`config.mk`:
```
export PLATFORM = sky130hd
export DESIGN_NAME = bit_serial_adder_sequencer
export DESIGN_NICKNAME = d
export VERILOG_FILES = /design/src/rtl/bsa_pkg.sv /design/src/rtl/bsa_lat_counter.sv /design/src/rtl/bit_serial_adder_sequencer.sv
export SDC_FILE = /design/constraint.sdc
export NUM_CORES = 1
export LEC_CHECK = 0
export CAP_MARGIN = 20
export CORE_UTILIZATION = 50
export CTS_CLUSTER_DIAMETER = 200
export DETAILED_ROUTE_END_ITERATION = 6
export HOLD_SLACK_MARGIN = 0.12
export PLACE_DENSITY_LB_ADDON = 0.2
export SLEW_MARGIN = 20
export SYNTH_ARGS = -nofsm -noshare
export SYNTH_HDL_FRONTEND = slang
export SYNTH_SLANG_ARGS = --single-unit
```
`constraint.sdc`:
```
create_clock -name clk -period 2.1 [get_ports clk]
set_input_delay 0.42 -clock clk [delete_from_list [all_inputs] [get_ports clk]]
set_output_delay 0.42 -clock clk [all_outputs]
set_load 0.1 [all_outputs]
```
`src/rtl/bsa_pkg.sv`:
```
// Shared types and sizing helpers for the bit-serial adder sequencer.
//   state_e   : sequencer FSM states
//   lat_cnt_w : width of the adder-latency down-counter (at least 1)
//   idx_w     : width of the bit index
package bsa_pkg;

  typedef enum logic [1:0] {
    IDLE  = 2'd0,
    ISSUE = 2'd1,
    WAIT  = 2'd2,
    DONE  = 2'd3
  } state_e;

  // The counter only ever holds ADDER_LAT-1 down to 0.
  function automatic int lat_cnt_w(input int adder_lat);
    int w;
    w = $clog2(adder_lat);
    return (w < 1) ? 1 : w;
  endfunction

  function automatic int idx_w(input int width);
    return $clog2(width);
  endfunction

endpackage

```
`src/rtl/bsa_lat_counter.sv`:
```
// Loadable down-counter with terminal-count flag. Times the dwell between
// an adder issue and the cycle its result is valid.
//   clk, rst_n : clock, synchronous active-low reset
//   load       : load load_val (wins over en)
//   en         : count down, saturating at 0
//   load_val   : value loaded on load
//   tc         : counter is 0
module bsa_lat_counter #(
  parameter int W = 2
) (
  input  logic         clk,
  input  logic         rst_n,
  input  logic         load,
  input  logic         en,
  input  logic [W-1:0] load_val,
  output logic         tc
);

  logic [W-1:0] cnt;

  always_ff @(posedge clk) begin
    if (!rst_n)                cnt <= '0;
    else if (load)             cnt <= load_val;
    else if (en && cnt != '0)  cnt <= cnt - W'(1);
  end

  assign tc = (cnt == '0);

endmodule

```
`src/rtl/bit_serial_adder_sequencer.sv`:
```
// Drives a clocked one-bit adder cell as a WIDTH-bit serial adder.
// Operands arrive on in_* (valid/ready), one bit pair per issue slot goes
// out on adder_* LSB first with the returned carry chained into the next
// slot, and the assembled result leaves on out_* (valid/ready).
//   clk, rst_n             : clock, synchronous active-low reset
//   in_valid/in_ready      : operand handshake; in_a, in_b, in_cin
//   adder_strobe           : one-cycle issue pulse; adder_a/b/cin valid with it
//   adder_sum/adder_cout   : adder returns, ADDER_LAT clocks after issue
//   out_valid/out_ready    : result handshake; out_sum, out_cout
// Optional macro BSA_OVERFLOW_EN adds out_ovf (signed overflow flag).
module bit_serial_adder_sequencer
  import bsa_pkg::*;
#(
  parameter int WIDTH     = 8,
  parameter int ADDER_LAT = 3
) (
  input  logic             clk,
  input  logic             rst_n,
  input  logic             in_valid,
  output logic             in_ready,
  input  logic [WIDTH-1:0] in_a,
  input  logic [WIDTH-1:0] in_b,
  input  logic             in_cin,
  output logic             adder_a,
  output logic             adder_b,
  output logic             adder_cin,
  output logic             adder_strobe,
  input  logic             adder_sum,
  input  logic             adder_cout,
  output logic             out_valid,
  input  logic             out_ready,
  output logic [WIDTH-1:0] out_sum,
  output logic             out_cout
`ifdef BSA_OVERFLOW_EN
  ,
  output logic             out_ovf
`endif
);

  localparam int IW = idx_w(WIDTH);
  localparam int CW = lat_cnt_w(ADDER_LAT);

  state_e           state;
  logic [WIDTH-1:0] a_q, b_q;
  logic [IW-1:0]    idx, idx_nxt;
  logic             cnt_tc;
`ifdef BSA_OVERFLOW_EN
  logic             cmsb_q;
`endif

  assign idx_nxt = idx + IW'(1);

  bsa_lat_counter #(.W(CW)) u_lat (
    .clk      (clk),
    .rst_n    (rst_n),
    .load     (state == ISSUE),
    .en       (state == WAIT),
    .load_val (CW'(ADDER_LAT - 1)),
    .tc       (cnt_tc)
  );

  // adder_* are registered and set on the transition into ISSUE, so the
  // issue pulse coincides with the ISSUE state. The carry register is
  // adder_cin itself: it is loaded from in_cin or the captured adder_cout.
  always_ff @(posedge clk) begin
    if (!rst_n) begin
      state        <= IDLE;
      in_ready     <= 1'b1;
      out_valid    <= 1'b0;
      out_sum      <= '0;
      out_cout     <= 1'b0;
      adder_strobe <= 1'b0;
      adder_a      <= 1'b0;
      adder_b      <= 1'b0;
      adder_cin    <= 1'b0;
      a_q          <= '0;
      b_q          <= '0;
      idx          <= '0;
`ifdef BSA_OVERFLOW_EN
      cmsb_q       <= 1'b0;
      out_ovf      <= 1'b0;
`endif
    end else begin
      adder_strobe <= 1'b0;
      adder_a      <= 1'b0;
      adder_b      <= 1'b0;
      adder_cin    <= 1'b0;
      case (state)
        IDLE: if (in_valid) begin
          a_q          <= in_a;
          b_q          <= in_b;
          idx          <= '0;
          in_ready     <= 1'b0;
          adder_strobe <= 1'b1;
          adder_a      <= in_a[0];
          adder_b      <= in_b[0];
          adder_cin    <= in_cin;
          state        <= ISSUE;
        end
        ISSUE: state <= WAIT;
        WAIT: if (cnt_tc) begin
          out_sum[idx] <= adder_sum;
          if (idx == IW'(WIDTH - 1)) begin
            out_cout  <= adder_cout;
            out_valid <= 1'b1;
`ifdef BSA_OVERFLOW_EN
            out_ovf   <= cmsb_q ^ adder_cout;
`endif
            state     <= DONE;
          end else begin
            idx          <= idx_nxt;
            adder_strobe <= 1'b1;
            adder_a      <= a_q[idx_nxt];
            adder_b      <= b_q[idx_nxt];
            adder_cin    <= adder_cout;
`ifdef BSA_OVERFLOW_EN
            // carry out of bit WIDTH-2 is the carry into the MSB
            if (idx == IW'(WIDTH - 2)) cmsb_q <= adder_cout;
`endif
            state        <= ISSUE;
          end
        end
        DONE: if (out_ready) begin
          out_valid <= 1'b0;
          in_ready  <= 1'b1;
          state     <= IDLE;
        end
        default: state <= IDLE;
      endcase
    end
  end

endmodule
```
==> results.md, run 1 <==
* Lkg Pwr at 0.8311 nW
* Peak supply drop at 0.0003369 V
* Synth Flop Type: dfxtp_1
* CP Data Arrival Time at 2.02 ns
* Sequential area share after synthesis at 42.94%
* RSZ-0062 raised after global routing: no
* Fmax at 0.5628 GHz
* Hold crit path type: register to register
* Synth area leader: dfxtp_1
* Final GP Congestion at 0.7595
* Gate Count Post-Synth at 197
* EDFF count, synth at 0
* Max-Slew Margin vs Limit at 67.55%
* Yosys top cell area share at 42.94%
* DRC violations left at 0
* Critical path type: register to register
* Distinct cell type count after synthesis at 34
* # IOs at 38
* Nets@finish at 259
* Number of global-route vias before repair at 1371
* Ant diodes at 0
* Pwr dens at 688.3 nW/µm²
* Place WS at 0.3375 ns
* Setup Buffers After CTS at 0
* Yosys reg bits at 38
* Vias post-DR at 1453
* Synth warnings at 0
* Wire length per cell at 12.58 µm
* Cell Rows at 21
* Antenna violations before repair at 0
* CTS sink count at 38
* Setup TNS Final at 0 ns
* Final Hold Viols at 0
* Detailed placement HPWL at 2.670 mm
* Clock period minus final worst setup slack at 1.777 ns
* Clk pin slew, worst setup/hold paths at 0.10 ns
* GR Util met1 at 23.90%
* Area contributors post-synth: dfxtp_1, mux2i_1, nand2_1, a21oi_2, a21oi_1
* Met3 Resource Use GR at 4.412%
* First-pass GRT wire length at 5.782 mm
* Clk_skew at 0.005110 ns
* Cts hold-fix bufs at 0
* Maxcap violations at 0
* Share of post-route cells with drive strength above 1 at 22.32%
* Initial DRC Count at 39
* WL final at 3.509 mm
* CTS Buf Count at 5
* Setup Viol. Count Final at 0
* Die Footprint at 3785 µm²
* Slew @ Worst Pin at 0.4860 ns
* Filler Cell Count at 320
* Grt ovf at 0
* Gr busiest metal: met2
* GRT Total Usage at 21.12%
* Post-Synthesis Net Count at 223
* CTS root buffer: clkbuf_4
* Drt pass-1 iters at 4
* # port buffers at 37
* Largest net degree at the start of global routing at 18
* Status: complete, no violations
* Synth Cell Area at 1772 µm²
* DR vias/cell at 5.208
* H-tree depth at 2
* Final ANT Viol Nets at 0
* Required @ worst endpoint at 2.34 ns
* Syn avg cell area at 8.993 µm²
* Final WS setup at 0.3231 ns
* Clock buffer depth at 2
* Hold Slack at 0.4671 ns
* Slew Limit Fails at 0
* Chip Width at 61.53 µm
* Final Cycle Share at 84.61%
* M2 GR Usage at 37.48%
* Initial Util at 52.68%
* Ys async rst share at 0%
* CP startpoint kind: register
* Area grow syn2layout at 21.89%
* Core box area at 3363 µm²
* Die height at 61.53 µm
* CTS tree: done
* Cts repair resizes at 0
* Worst-Skew Late Latency at 0.35 ns
* Crit path capture type: register
* Crit path max fanout at 10
-- final cells by class --
class	count	area [µm²]	area share, %
multi-input cells	141	907.1	42.00
flip-flops and latches	38	760.7	35.23
repair buffers	42	370.4	17.15
well taps	46	57.56	2.665
clock buffers	7	45.04	2.086
inverters	5	18.77	0.8691
-- cells by family after synthesis --
kind of cell | Yosys count | share of synthesized area [%]
flip-flops | 38 | 42.94
AND/OR/NAND/NOR | 83 | 24.58
multiplexers | 14 | 9.322
buffers and inverters | 18 | 5.862
adder cells (fa/ha/maj) | 3 | 2.119
AO/OA/AOI/OAI | 41 | 15.18
-- power by group --
group	internal (W)	switching, W	leakage (nW)
clock network	0.000126	0.000224	0.0254
registers	0.000763	0.0000364	0.310
logic	0.000134	0.000203	0.496
total	0.00102	0.000463	0.831
-- path summary, 6_finish.rpt --
path | to | cells past startpoint | slack [ns] | startpoint
max reg2reg | adder_b | 5 | 0.32 | idx[1]
max | adder_b | 5 | 0.32 | idx[1]
min reg2reg | b_q[3] | 2 | 0.47 | b_q[3]
min | b_q[3] | 2 | 0.47 | b_q[3]
-- worst max-delay path: stages (launching register included) --
cell	delay, ns
dfxtp_1	0.41
ha_1	0.44
mux4_2	0.52
nand2b_1	0.16
nand3_1	0.08
a21oi_1	0.06
-- registers in the layout, summed over array words and instances, names as in the netlist --
signal / count
a_q: 8
b_q: 8
out_sum: 8
idx: 3
state: 2
u_lat.cnt: 2
adder_a: 1
adder_b: 1
adder_cin: 1
adder_strobe: 1
in_ready: 1
out_cout: 1
out_valid: 1
-- cells in the mapped netlist (4+ instances only) --
| master | number |
|---|---|
| a21oi_1 | 15 |
| a21oi_2 | 10 |
| a22oi_1 | 6 |
| buf_4 | 4 |
| clkbuf_1 | 5 |
| dfxtp_1 | 38 |
| inv_1 | 5 |
| mux2i_1 | 12 |
| nand2_1 | 31 |
| nand2_2 | 10 |
| nand2b_1 | 4 |
| nand3_1 | 7 |
| nor2_1 | 16 |
| o21ai_0 | 5 |
-- cells in the final DEF, fill, tap and decap left out, types with 2 or more instances in the layout --
master and n:
a22oi_1 6, clkdlybuf4s50_1 22, clkbuf_1 2, ha_1 3
a31oi_1 2, mux4_2 2, o21ai_0 5, nor2b_1 3
nand2_2 10, nand2_1 31, inv_1 5, a21oi_1 15
a21oi_2 10, mux2i_1 12, dfxtp_1 38, buf_4 20
nand2b_1 4, nand3b_1 3, clkbuf_4 5, nor2_1 16
nand3_1 7
-- per-stage QoR --
stage / cells / power [W] / utilization [%] / cell area [µm²]
after global placement: 272 / 0.001141 / 62.87 / 2115
after floorplan: 197 / 0.001068 / - / 1772
after detailed placement: 272 / 0.001155 / 62.87 / 2115
after CTS: 279 / 0.001495 / 64.21 / 2160
after global routing: 279 / 0.001569 / 64.21 / 2160
final: 279 / 0.001487 / 64.21 / 2160
-- metal layers --
layer | wire length [µm] | up-vias | part of all wire (%)
met5 | 0 | - | 0
li1 | - | 739 | -
met1 | 1463 | 680 | 42
met4 | 69 | 0 | 2.0
met3 | 123 | 7 | 3.5
met2 | 1853 | 27 | 53
Power figures use the tool's default switching activity.
==> inputs of run 2 (changes only) <==
--- a/config.mk
+++ b/config.mk
@@ -6,7 +6,7 @@
 export NUM_CORES = 1
 export LEC_CHECK = 0
 export CAP_MARGIN = 20
-export CORE_UTILIZATION = 50
+export CORE_UTILIZATION = 45
 export CTS_CLUSTER_DIAMETER = 200
 export DETAILED_ROUTE_END_ITERATION = 6
 export HOLD_SLACK_MARGIN = 0.12
==> constraint.sdc (replaced) <==
create_clock -name clk -period 1.49 [get_ports clk]
set_input_delay 0.298 -clock clk [delete_from_list [all_inputs] [get_ports clk]]
set_output_delay 0.298 -clock clk [all_outputs]
set_load 0.1 [all_outputs]
==> run 2 against run 1 <==
Critical path depth did not move. Largest cell class unchanged. Non-clock buffer count grew 6. Fmax increased by 17%. Clock skew is 0.0023 ns lower. The run now ends with negative setup slack left. Critical endpoint unchanged. Sequential share of layout area is 5.0 points lower. Highest routed layer unchanged. Global-route usage fell by 0.20 points. Core utilization rose by 4.0 points. Setup slack worse by 0.35 ns. Flip-flop and latch count is the same. Sequential power is 41% higher. Final cell count grew 3.2%. Clock power is 110% higher.
==> results.md, run 2 (same netlist as run 1, synthesis figures left out) <==
* Peak supply drop at 0.0006418 V (+90%)
* Area of the multi-input gates at 970.9 µm² (+7.0%)
* Cts hold-fix bufs at 0 (unchanged)
* # IOs at 38 (unchanged)
* Max-Slew Margin vs Limit at 81.41% (+14 points)
* Crit path capture type: register
* Clk pin slew, worst setup/hold paths at 0.07 ns (-0.03 ns)
* Clock buffer depth at 2 (unchanged)
* Final Cycle Share at 101.9% (+17 points)
* Chip Width at 64.75 µm (+5.2%)
* Share of post-route cells with drive strength above 1 at 31.25% (+8.9 points)
* Flop-to-flop setup slack at -0.03 ns (-0.35 ns)
* Final Hold Viols at 0 (unchanged)
* Failing checks: negative setup slack
* Setup Buffers After CTS at 0 (unchanged)
* Core box area at 3716 µm² (+10%)
* Status: complete, but fails checks
* Final WS setup at -0.02891 ns (-0.3520 ns)
* CTS Buf Count at 5 (unchanged)
* Clock period minus final worst setup slack at 1.519 ns (-0.2580 ns)
* CTS sink count at 38 (unchanged)
* Final cell utilization of the core at 68.25% (+4.0 points)
* Biggest regs: a_q x8, b_q x8, out_sum x8
* Met2 wire len at 1.786 mm (-3.6%)
* Reg area at 767.0 µm² (+0.82%)
* Place WS at -0.04190 ns (-0.3794 ns)
* Pwr dens at 954.3 nW/µm² (+39%)
* WL met3 at 132 µm (+7.3%)
* Top Metal Used: met4
* Nets@finish at 265 (+2.3%)
* Tot Pwr at 0.002420 W (+63%)
* Grt ovf at 0 (unchanged)
* Wire length per cell at 12.86 µm (+2.2%)
* CP startpoint kind: register
* Crit path max fanout at 5 (-5)
* HP Start: b_q[4]
* Drt pass-1 iters at 4 (unchanged)
* Worst reg2reg endpoint: adder_b
* Setup TNS Final at -0.04038 ns (-0.04038 ns)
* Critical path type: register to register
* Slew @ Worst Pin at 0.2780 ns (-0.2080 ns)
* CP Data Arrival Time at 1.70 ns (-0.32 ns)
* RSZ-0062 raised after global routing: yes
* DRT met1 WL at 1.729 mm (+18%)
* Area grow syn2layout at 43.15%
* Most common library cell in the layout ignoring fill and taps: dfxtp_1
* # port buffers at 37 (unchanged)
* Filler Cell Count at 295 (-7.8%)
* Ant diodes at 0 (unchanged)
* Vias post-DR at 1453 (unchanged)
* Worst hold path cell count at 2 (unchanged)
* Worst-Skew Late Latency at 0.29 ns (-0.06 ns)
* Hold EP: b_q[4]
* Detailed placement HPWL at 2.712 mm (+1.6%)
* Final GP Congestion at 0.8038 (+5.8%)
* Maxcap violations at 0 (unchanged)
* CTS root buffer: clkbuf_8
* Largest net degree at the start of global routing at 17 (-1)
* Fmax at 0.6584 GHz (+17%)
* Reg2reg path depth at 5 (unchanged)
* Lkg Pwr at 0.9447 nW (+14%)
* Required @ worst endpoint at 1.67 ns (-0.67 ns)
* Hold crit path type: register to register
* GRT Total Usage at 20.92% (-0.20 points)
* Die height at 64.75 µm (+5.2%)
* Clk_skew at 0.002799 ns (-0.002311 ns)
* Setup Viol. Count Final at 2 (+2)
* Worst r2r src: idx[1]
* Most frequent cells in the layout: dfxtp_1, nand2_1, clkdlybuf4s50_1, buf_12, nor2_1
* Die Footprint at 4192 µm² (+11%)
* Slew Limit Fails at 0 (unchanged)
* Antenna violations before repair at 0 (unchanged)
* Cell Rows at 22 (+4.8%)
* WL final at 3.703 mm (+5.5%)
* Initial DRC Count at 131 (+240%)
* Number of global-route vias before repair at 1457 (+6.3%)
* DRC violations left at 0 (unchanged)
* First-pass GRT wire length at 6.693 mm (+16%)
* Initial Util at 47.68% (-5.0 points)
* H-tree depth at 2 (unchanged)
* Final ANT Viol Nets at 0 (unchanged)
* DR vias/cell at 5.045 (-3.1%)
* CTS tree: done
## run 2: cell count changes in the layout (fill, tap and decap cells not counted), sizes merged
cell | before | now
buf | 20 | 26
clkinv | 0 | 1
## run 2: power by group
part | switching, W | leakage, nW | total (W) | internal (W)
combinational | 0.000307 | 0.584 | 0.000566 | 0.000259
clock | 0.000347 | 0.0482 | 0.000720 | 0.000373
sequential | 0.0000568 | 0.312 | 0.00113 | 0.00108
total | 0.000711 | 0.945 | 0.00242 | 0.00171
## run 2: per-layer routing
metal / GRT usage, % / vias up
met3: 5.986 / 7
met5: 0 / -
met4: 8.611 / 0
li1: - / 753
met1: 27.30 / 660
met2: 32.03 / 33
## run 2: layout make-up
class | instances | area share [%]
clock buffer | 7 | 3.404
sequential | 38 | 30.24
multi-input combinational | 141 | 38.28
tap | 48 | 2.368
clock inverter | 1 | 0.1973
inverter | 5 | 0.7400
timing repair buffer | 48 | 24.77
## run 2: repair_timing
item                       4_1_cts  5_1_grt
pin swaps                        4        0
setup endpoints to repair        4       24
resized for setup                7        8
## run 2: worst max-delay path, cell delays in order (launching register included)
cell,delay [ns]
dfxtp_2,0.34
ha_4,0.29
mux4_2,0.49
nand2b_4,0.16
nand3_2,0.07
a21oi_1,0.05
## run 2: worst max-delay path by stage
stage | end | startpoint | cells past startpoint
finish | adder_b | idx[1] | 5
global route | adder_b | idx[1] | 5
detailed placement | adder_a | idx[1] | 5
global placement | adder_b | in_valid | 6
floorplan | adder_a | idx[1] | 5
CTS | adder_a | idx[1] | 5
## run 2: through the flow
stage | instances | hold slack, ns | instance area [µm²]
finish | 288 | 0.4577 | 2536
detailed placement | 280 | 0.4495 | 2387
global placement | 280 | 0.4431 | 2387
floorplan | 197 | 0.3742 | 1784
global route | 288 | 0.4692 | 2536
CTS | 288 | 0.4601 | 2509
==> inputs of run 3 (changes only) <==
--- a/config.mk
+++ b/config.mk
@@ -6,7 +6,8 @@
 export NUM_CORES = 1
 export LEC_CHECK = 0
 export CAP_MARGIN = 20
-export CORE_UTILIZATION = 45
+export CORE_UTILIZATION = 47
+export CTS_BUF_LIST = sky130_fd_sc_hd__clkbuf_2 sky130_fd_sc_hd__clkbuf_4 sky130_fd_sc_hd__clkbuf_8
 export CTS_CLUSTER_DIAMETER = 200
 export DETAILED_ROUTE_END_ITERATION = 6
 export HOLD_SLACK_MARGIN = 0.12
==> run 3 against run 2 <==
Cell area grew 3.5%. First-iteration DRC count shrank 40%. The run still ends with negative setup slack left. Combinational power grew 4.6%. Largest cell class unchanged. Via count grew 4.8%.
==> results.md, run 3 (same netlist as run 1, synthesis figures left out) <==
* Core box area at 3468 µm² (-6.7%)
* Ant diodes at 0 (unchanged)
* Grt ovf at 0 (unchanged)
* Tot Pwr at 0.002809 W (+16%)
* Nets@finish at 269 (+1.5%)
* Crit path max fanout at 3 (-2)
* Placement Cell Area at 2392 µm² (+0.21%)
* CTS Buf Count at 5 (unchanged)
* Lkg Pwr at 0.9810 nW (+3.8%)
* Initial DRC Count at 78 (-40%)
* DR vias/cell at 5.252 (+4.1%)
* Slew Limit Fails at 0 (unchanged)
* Filler Cell Count at 243 (-18%)
* Antenna violations before repair at 0 (unchanged)
* Share of post-route cells with drive strength above 1 at 32.38% (+1.1 points)
* H-tree depth at 2 (unchanged)
* Die height at 63.40 µm (-2.1%)
* # IOs at 38 (unchanged)
* Clk_skew at 0.007490 ns (+0.004692 ns)
* Largest net degree at the start of global routing at 18 (+1)
* Final Cycle Share at 101.2% (-0.77 points)
* Setup TNS Final at -0.02332 ns (+0.01705 ns)
* Final ANT Viol Nets at 0 (unchanged)
* Drt pass-1 iters at 4 (unchanged)
* Final WS setup at -0.01750 ns (+0.01142 ns)
* Die Footprint at 4019 µm² (-4.1%)
* Clk pin slew, worst setup/hold paths at 0.08 ns (about the same)
* Clock period minus final worst setup slack at 1.507 ns (-0.01142 ns)
* Vias post-DR at 1523 (+4.8%)
* CTS sink count at 38 (unchanged)
* Max-Slew Margin vs Limit at 81.54% (+0.13 points)
* Worst-Skew Late Latency at 0.30 ns (about the same)
* Initial Util at 51.08% (+3.4 points)
* Pwr dens at 1071 nW/µm² (+12%)
* Peak supply drop at 0.0007880 V (+23%)
* Final Hold Viols at 0 (unchanged)
* Status: complete, but fails checks
* Number of global-route vias before repair at 1561 (+7.1%)
* Biggest regs: a_q x8, b_q x8, out_sum x8
* Most frequent cells in the layout: dfxtp_1, nand2_1, clkdlybuf4s50_1, buf_12, nor2_1
* First-pass GRT wire length at 7.093 mm (+6.0%)
* CTS tree: done
* CP Data Arrival Time at 1.70 ns (about the same)
* Clock buffer depth at 2 (unchanged)
* Wire length per cell at 14.21 µm (+10%)
* Final GP Congestion at 0.7897 (-1.8%)
* Hold crit path type: register to register
* Area grow syn2layout at 48.09%
* # port buffers at 37 (unchanged)
* Maxcap violations at 0 (unchanged)
* Required @ worst endpoint at 1.68 ns (about the same)
* RSZ-0062 raised after global routing: yes
* DRC violations left at 0 (unchanged)
* Chip Width at 63.40 µm (-2.1%)
* WL final at 4.120 mm (+11%)
* GRT Total Usage at 22.91% (+2.0 points)
* Hold Slack at 0.4627 ns (+0.005000 ns)
* Fmax at 0.6634 GHz (+0.76%)
* CTS root buffer: clkbuf_8
* Design area at 2624 µm² (+3.5%)
* CP startpoint kind: register
* Most common library cell in the layout ignoring fill and taps: dfxtp_1
* Crit path capture type: register
* Failing checks: negative setup slack
* Slew @ Worst Pin at 0.2760 ns (-0.001937 ns)
* Detailed placement HPWL at 2.934 mm (+8.2%)
* Setup Viol. Count Final at 2 (unchanged)
* Critical path type: register to register
* Cell Rows at 21 (-4.5%)
-- run 3: changes by cell type in the layout (fill, tap and decap cells not counted), moves of 2 or more --
cell,change
a22oi_1,-2
a22oi_2,+2
buf_4,+4
bufinv_16,+2
-- run 3: final cells by class --
type                       instances  area (µm²)  area share, %
inverter                           5       18.77         0.7153
clock buffer                       6       82.58          3.147
clock inverter                     2       60.06          2.289
timing repair buffer              52       658.1          25.08
multi-input combinational        141       980.9          37.39
tap                               46       57.56          2.194
sequential                        38       765.7          29.18
-- run 3: through the flow --
step / instances / setup slack (ns) / utilization, %
after global placement: 279 / -0.01292 / 68.98
after CTS: 289 / -0.01459 / 74.35
after floorplan: 197 / 0.03195 / -
after global routing: 290 / -0.05748 / 75.65
after detailed placement: 279 / -0.06035 / 68.98
final: 290 / -0.01750 / 75.65
-- run 3: timing repair --
| item | in CTS | in global routing |
|---|---|---|
| endpoints found under the setup margin | 12 | 28 |
| hold buffers | 0 | 0 |
| resized for setup | 8 | 8 |
| setup buffers | 2 | 1 |
| hold endpoints to repair | 0 | 0 |
| pin swaps | 4 | 3 |
-- run 3: final timing paths --
kind	startpoint	to	slack, ns	cells after the start
setup reg to reg	idx[0]	adder_a	-0.02	5
hold / removal	b_q[1]	b_q[1]	0.46	2
setup / recovery	idx[0]	adder_a	-0.02	5
hold reg to reg	b_q[1]	b_q[1]	0.46	2
-- run 3: layer usage --
| layer | vias up | part of all wire, % | GRT usage (%) | routed length [µm] |
|---|---|---|---|---|
| met1 | 726 | 39 | 24.47 | 1606 |
| met2 | 29 | 57 | 42.69 | 2340 |
| met3 | 5 | 3.0 | 7.065 | 123 |
| met4 | 0 | 1.2 | 6.250 | 49 |
| met5 | - | 0 | 0 | 0 |
| li1 | 763 | - | - | - |
-- run 3: critical path, cell delays in order, from the launching register on --
cell	delay (ns)
dfxtp_2	0.34
ha_4	0.28
mux4_2	0.50
nand2b_4	0.16
nand3_2	0.06
a21oi_1	0.05
-- run 3: report_power, final --
group	leakage (nW)	internal [W]	switching, W
clock network	0.0714	0.000714	0.000368
registers	0.312	0.00108	0.0000579
logic	0.598	0.000277	0.000315
total	0.981	0.00207	0.000741
==> RTL change 1 (settings of run 2) <==
`WIDTH`: 8 -> 6.
--- a/src/rtl/bit_serial_adder_sequencer.sv
+++ b/src/rtl/bit_serial_adder_sequencer.sv
@@ -11,7 +11,7 @@
 module bit_serial_adder_sequencer
   import bsa_pkg::*;
 #(
-  parameter int WIDTH     = 8,
+  parameter int WIDTH     = 6,
   parameter int ADDER_LAT = 3
 ) (
   input  logic             clk,
Ports: changed (resized in_a, in_b and out_sum); port bits go from 38 to 32. No check against the original RTL was run, so the function may have changed too.
==> RTL change 1 against run 2 <==
- setup slack better by 0.090 ns
- wire length fell by 7.6%
- combinational power shrank 24%
- sequential cell count is 6 lower
- core utilization up 2.1 points
- synthesized area decreased by 15%
- die area down 15%
- first-iteration DRC count is 48% lower
- design area is 14% lower
- critical path type unchanged
- via count decreased by 8.9%
- largest power group unchanged
- count of clock-buffer cells in the layout increased by 1
- total power decreased by 22%
- clock skew up 0.0042 ns
==> RTL change 1: results (changes against run 2) <==
| Metric | Value |
|---|---|
| Status | `finished clean` |
| Reg clk slew, reported paths | `0.09 ns (+0.02 ns)` |
| Max_slew headroom | `71.9% (-9.5 points)` |
| DR vias | `1323 (-8.9%)` |
| First-pass GRT wire length | `5340 microns (-20%)` |
| Hpwl dp | `2440 microns (-10%)` |
| Yosys cell types | `36 (+5.9%)` |
| Post-Synth Adder-Cell Area | `2.50% (+0.39 points)` |
| Max stage delay on crit path | `0.34 ns (-0.15 ns)` |
| Most common library cells after synthesis | `32 x dfxtp_1, 31 x nand2_1, 15 x a21boi_0` |
| P_leak | `0.000816 uW (-14%)` |
| Vias per cell | `5.13 (+1.6%)` |
| Port bufs | `31 (-16%)` |
| WP data arrival | `1.66 ns (-0.04 ns)` |
| Iter 0 DRT Violations | `68 (-48%)` |
| GRT met3 Usage | `6.06% (+0.075 points)` |
| Top delay family on crit path | `simple AND/OR/NAND/NOR gates` |
| Setup Skew | `0.00700 ns (+0.00420 ns)` |
| Largest net degree at the start of global routing | `16 (-1)` |
| Largest regs | `a_q: 6 flops, b_q: 6 flops, out_sum: 6 flops` |
| GRT Total Usage | `20.9% (-0.027 points)` |
| CTS buffer count | `5 (unchanged)` |
| Syn nets | `189 (-15%)` |
| Peak VDD IR | `0.490 mV (-24%)` |
| Slowest cell on crit path | `dfxtp_2` |
| Synth Area in XOR/XNOR | `0.584% (+0.58 points)` |
| Pre-CTS WS | `-0.0992 ns (-0.0573 ns)` |
| Largest cells by area after synthesis | `dfxtp_1 43%, nand2_1 7.8%, a21boi_0 7.5%` |
| Nets | `235 (-11%)` |
| Average cell area after synthesis | `8.98 sq um (-0.20%)` |
| Synth Area in Compound Gates | `16.8% (+1.6 points)` |
| Vias in the first global route | `1193 (-18%)` |
| Clk Latency, worst-skew pair | `0.33 ns (+0.04 ns)` |
| Ratio of cells with drive above 1 in the final layout | `24.3% (-7.0 points)` |
| Fillers | `261 (-12%)` |
| Root buf cell | `clkbuf_4` |
| Placer's final routability congestion estimate | `0.807 (+0.37%)` |
[RTL change 1: area by class of cell]
class                      count  area share [%]
tap                           44            2.52
multi-input combinational    119            38.0
clock buffer                   8            2.69
inverter                       7            1.20
sequential                    32            29.6
timing repair buffer          48            26.0
[RTL change 1: worst paths after layout]
check / start / slack [ns] / endpoint / cells past startpoint
max: u_lat.cnt[0]$_SDFFE_PP0P_ / 0.06 / out_sum[0]$_SDFFE_PN0P_ / 6
min: b_q[4]$_SDFFE_PN0P_ / 0.47 / b_q[4]$_SDFFE_PN0P_ / 2
max reg2reg: u_lat.cnt[0]$_SDFFE_PP0P_ / 0.06 / out_sum[0]$_SDFFE_PN0P_ / 6
min reg2reg: b_q[4]$_SDFFE_PN0P_ / 0.47 / b_q[4]$_SDFFE_PN0P_ / 2
[RTL change 1: per-stage QoR]
stage                      TNS, ns  cell area (sq um)
after floorplan           -0.00855               1510
final                            0               2180
after global routing       -0.0537               2180
after global placement      -0.701               2070
after detailed placement     -1.10               2070
after CTS                        0               2140
[RTL change 1: timing repair]
item	4_1_cts	5_1_grt
hold endpoints to repair	0	0
resized for setup	3	9
gates cloned	0	1
buffers inserted	0	0
pin swaps	1	0
endpoints found under the setup margin	7	13
[RTL change 1: worst register-to-register path, delay by kind of cell (launching register included)]
| kind | cells | cell delay (ns) |
|---|---|---|
| fa+ha+maj | 1 | 0.16 |
| buf+inv | 1 | 0.08 |
| flops | 1 | 0.34 |
| mux | 1 | 0.25 |
| simple gates | 3 | 0.51 |
[RTL change 1: kinds of logic after synthesis]
family	Yosys count
and+or+nand+nor	62
AOI/OAI and AO/OA	39
DFF	32
buffers and inverters	17
muxes	13
adders and majority gates	3
xor gates and xnor gates	1
[RTL change 1: report_power, final]
group	switching (uW)	internal (uW)
Combinational	224	206
Clock	279	233
Sequential	38.0	899
[RTL change 1: routing by layer]
metal / vias to the layer above / part of all wire [%]
met5: - / 0
met4: 0 / 2.5
met3: 9 / 4.0
met2: 36 / 50
met1: 611 / 43
li1: 667 / -
==> RTL change 2 (settings of run 2) <==
Made on the original files. Re-encode `state_e` (4 states) as one-hot, 4 bits wide.
--- a/src/rtl/bsa_pkg.sv
+++ b/src/rtl/bsa_pkg.sv
@@ -4,11 +4,11 @@
 //   idx_w     : width of the bit index
 package bsa_pkg;
 
-  typedef enum logic [1:0] {
-    IDLE  = 2'd0,
-    ISSUE = 2'd1,
-    WAIT  = 2'd2,
-    DONE  = 2'd3
+  typedef enum logic [3:0] {
+    IDLE  = 4'b0001,
+    ISSUE = 4'b0010,
+    WAIT  = 4'b0100,
+    DONE  = 4'b1000
   } state_e;
 
   // The counter only ever holds ADDER_LAT-1 down to 0.
Check against the original RTL: same outputs for any inputs over 10 cycles, from zero or initial values and one cycle with rst_n low; not proved beyond that.
==> RTL change 2 against run 2 <==
- the run still ends with negative setup slack left
- global-route usage increased by 2.2 points
- design area increased by 17%
- total power increased by 5.0%
- largest power group unchanged
- setup slack got worse by 0.11 ns
- cell count increased by 7.6%
- sequential cell count increased by 2
- combinational power increased by 20%
- wire length increased by 48%
- synthesized area increased by 3.3%
- worst hold slack improved by 0.0091 ns
==> RTL change 2: results (changes against run 2) <==
| Metric | Value |
|---|---|
| Final WL | `5470 microns (+48%)` |
| Worst slew pin tran | `0.577 ns (+0.299 ns)` |
| Top delay family on crit path | `buffers and inverters` |
| WL met3 | `232 microns (+76%)` |
| Mux cell area share after synthesis | `7.11% (-2.2 points)` |
| Peak VDD IR | `0.712 mV (+11%)` |
| Final setup margin | `-0.140 ns (-0.111 ns)` |
| Largest net degree at the start of global routing | `22 (+5)` |
| Setup Skew | `0.00469 ns (+0.00189 ns)` |
| Met2 WL post-DR | `2930 microns (+64%)` |
| Post-Synth Adder-Cell Area | `2.05% (-0.068 points)` |
| P_leak | `0.00111 uW (+17%)` |
| Placer's final routability congestion estimate | `0.877 (+9.1%)` |
| Final non-filler cell total | `310 (+7.6%)` |
| Final setup vio count | `28 (+26)` |
| Synth Area in XOR/XNOR | `0.957% (+0.96 points)` |
| Setup TNS | `-2.47 ns (-2.43 ns)` |
| Vias per cell | `5.67 (+12%)` |
| Largest cells by area after synthesis | `dfxtp_1 44%, nand2_1 8.2%, a21boi_0 6.2%` |
| Status | `finished with violations` |
| Sequential area share after synthesis | `43.7% (+0.81 points)` |
| Max stage delay on crit path | `0.37 ns (-0.12 ns)` |
| Nets | `288 (+8.7%)` |
| Slowest cell on crit path | `dfxtp_4` |
| Ratio of cells with drive above 1 in the final layout | `42.4% (+11 points)` |
| Iter 0 DRT Violations | `75 (-43%)` |
| Failing checks | `negative setup slack` |
| Final core utilization | `78.8% (+11 points)` |
| Fillers | `209 (-29%)` |
| Reg2Reg Depth | `8 (+3)` |
| Hpwl dp | `3340 microns (+23%)` |
| Average cell area after synthesis | `9.48 sq um (+5.5%)` |
RTL change 2: metal layers:
| metal | track usage (%) | vias to the layer above |
|---|---|---|
| met5 | 0 | - |
| met1 | 24.7 | 854 |
| met2 | 41.7 | 62 |
| li1 | - | 827 |
| met4 | 13.3 | 0 |
| met3 | 4.83 | 14 |
RTL change 2: worst min-delay path, delay by kind of cell, from the launching register on:
kind	cells	cell delay (ns)
flops	1	0.32
simple gates	1	0.07
compound gates	1	0.05
RTL change 2: power by group:
part           switching (uW)  internal (uW)
Combinational             337            346
Sequential               39.0           1120
Clock                     377            317
Total                     753           1790
RTL change 2: timing repair:
action / in CTS / in global routing
setup endpoints to repair: 26 / 33
gates resized for setup: 18 / 54
pin swaps: 6 / 18
gates cloned: 0 / 3
setup buffers: 4 / 8
RTL change 2: final cells by class:
cell class,instances,area share (%)
Clock buffer,5,2.31
Clock inverter,2,0.421
Inverter,3,0.379
Multi-Input combinational cell,139,38.9
Sequential cell,40,27.3
Tap cell,48,2.02
Timing Repair Buffer,73,28.7
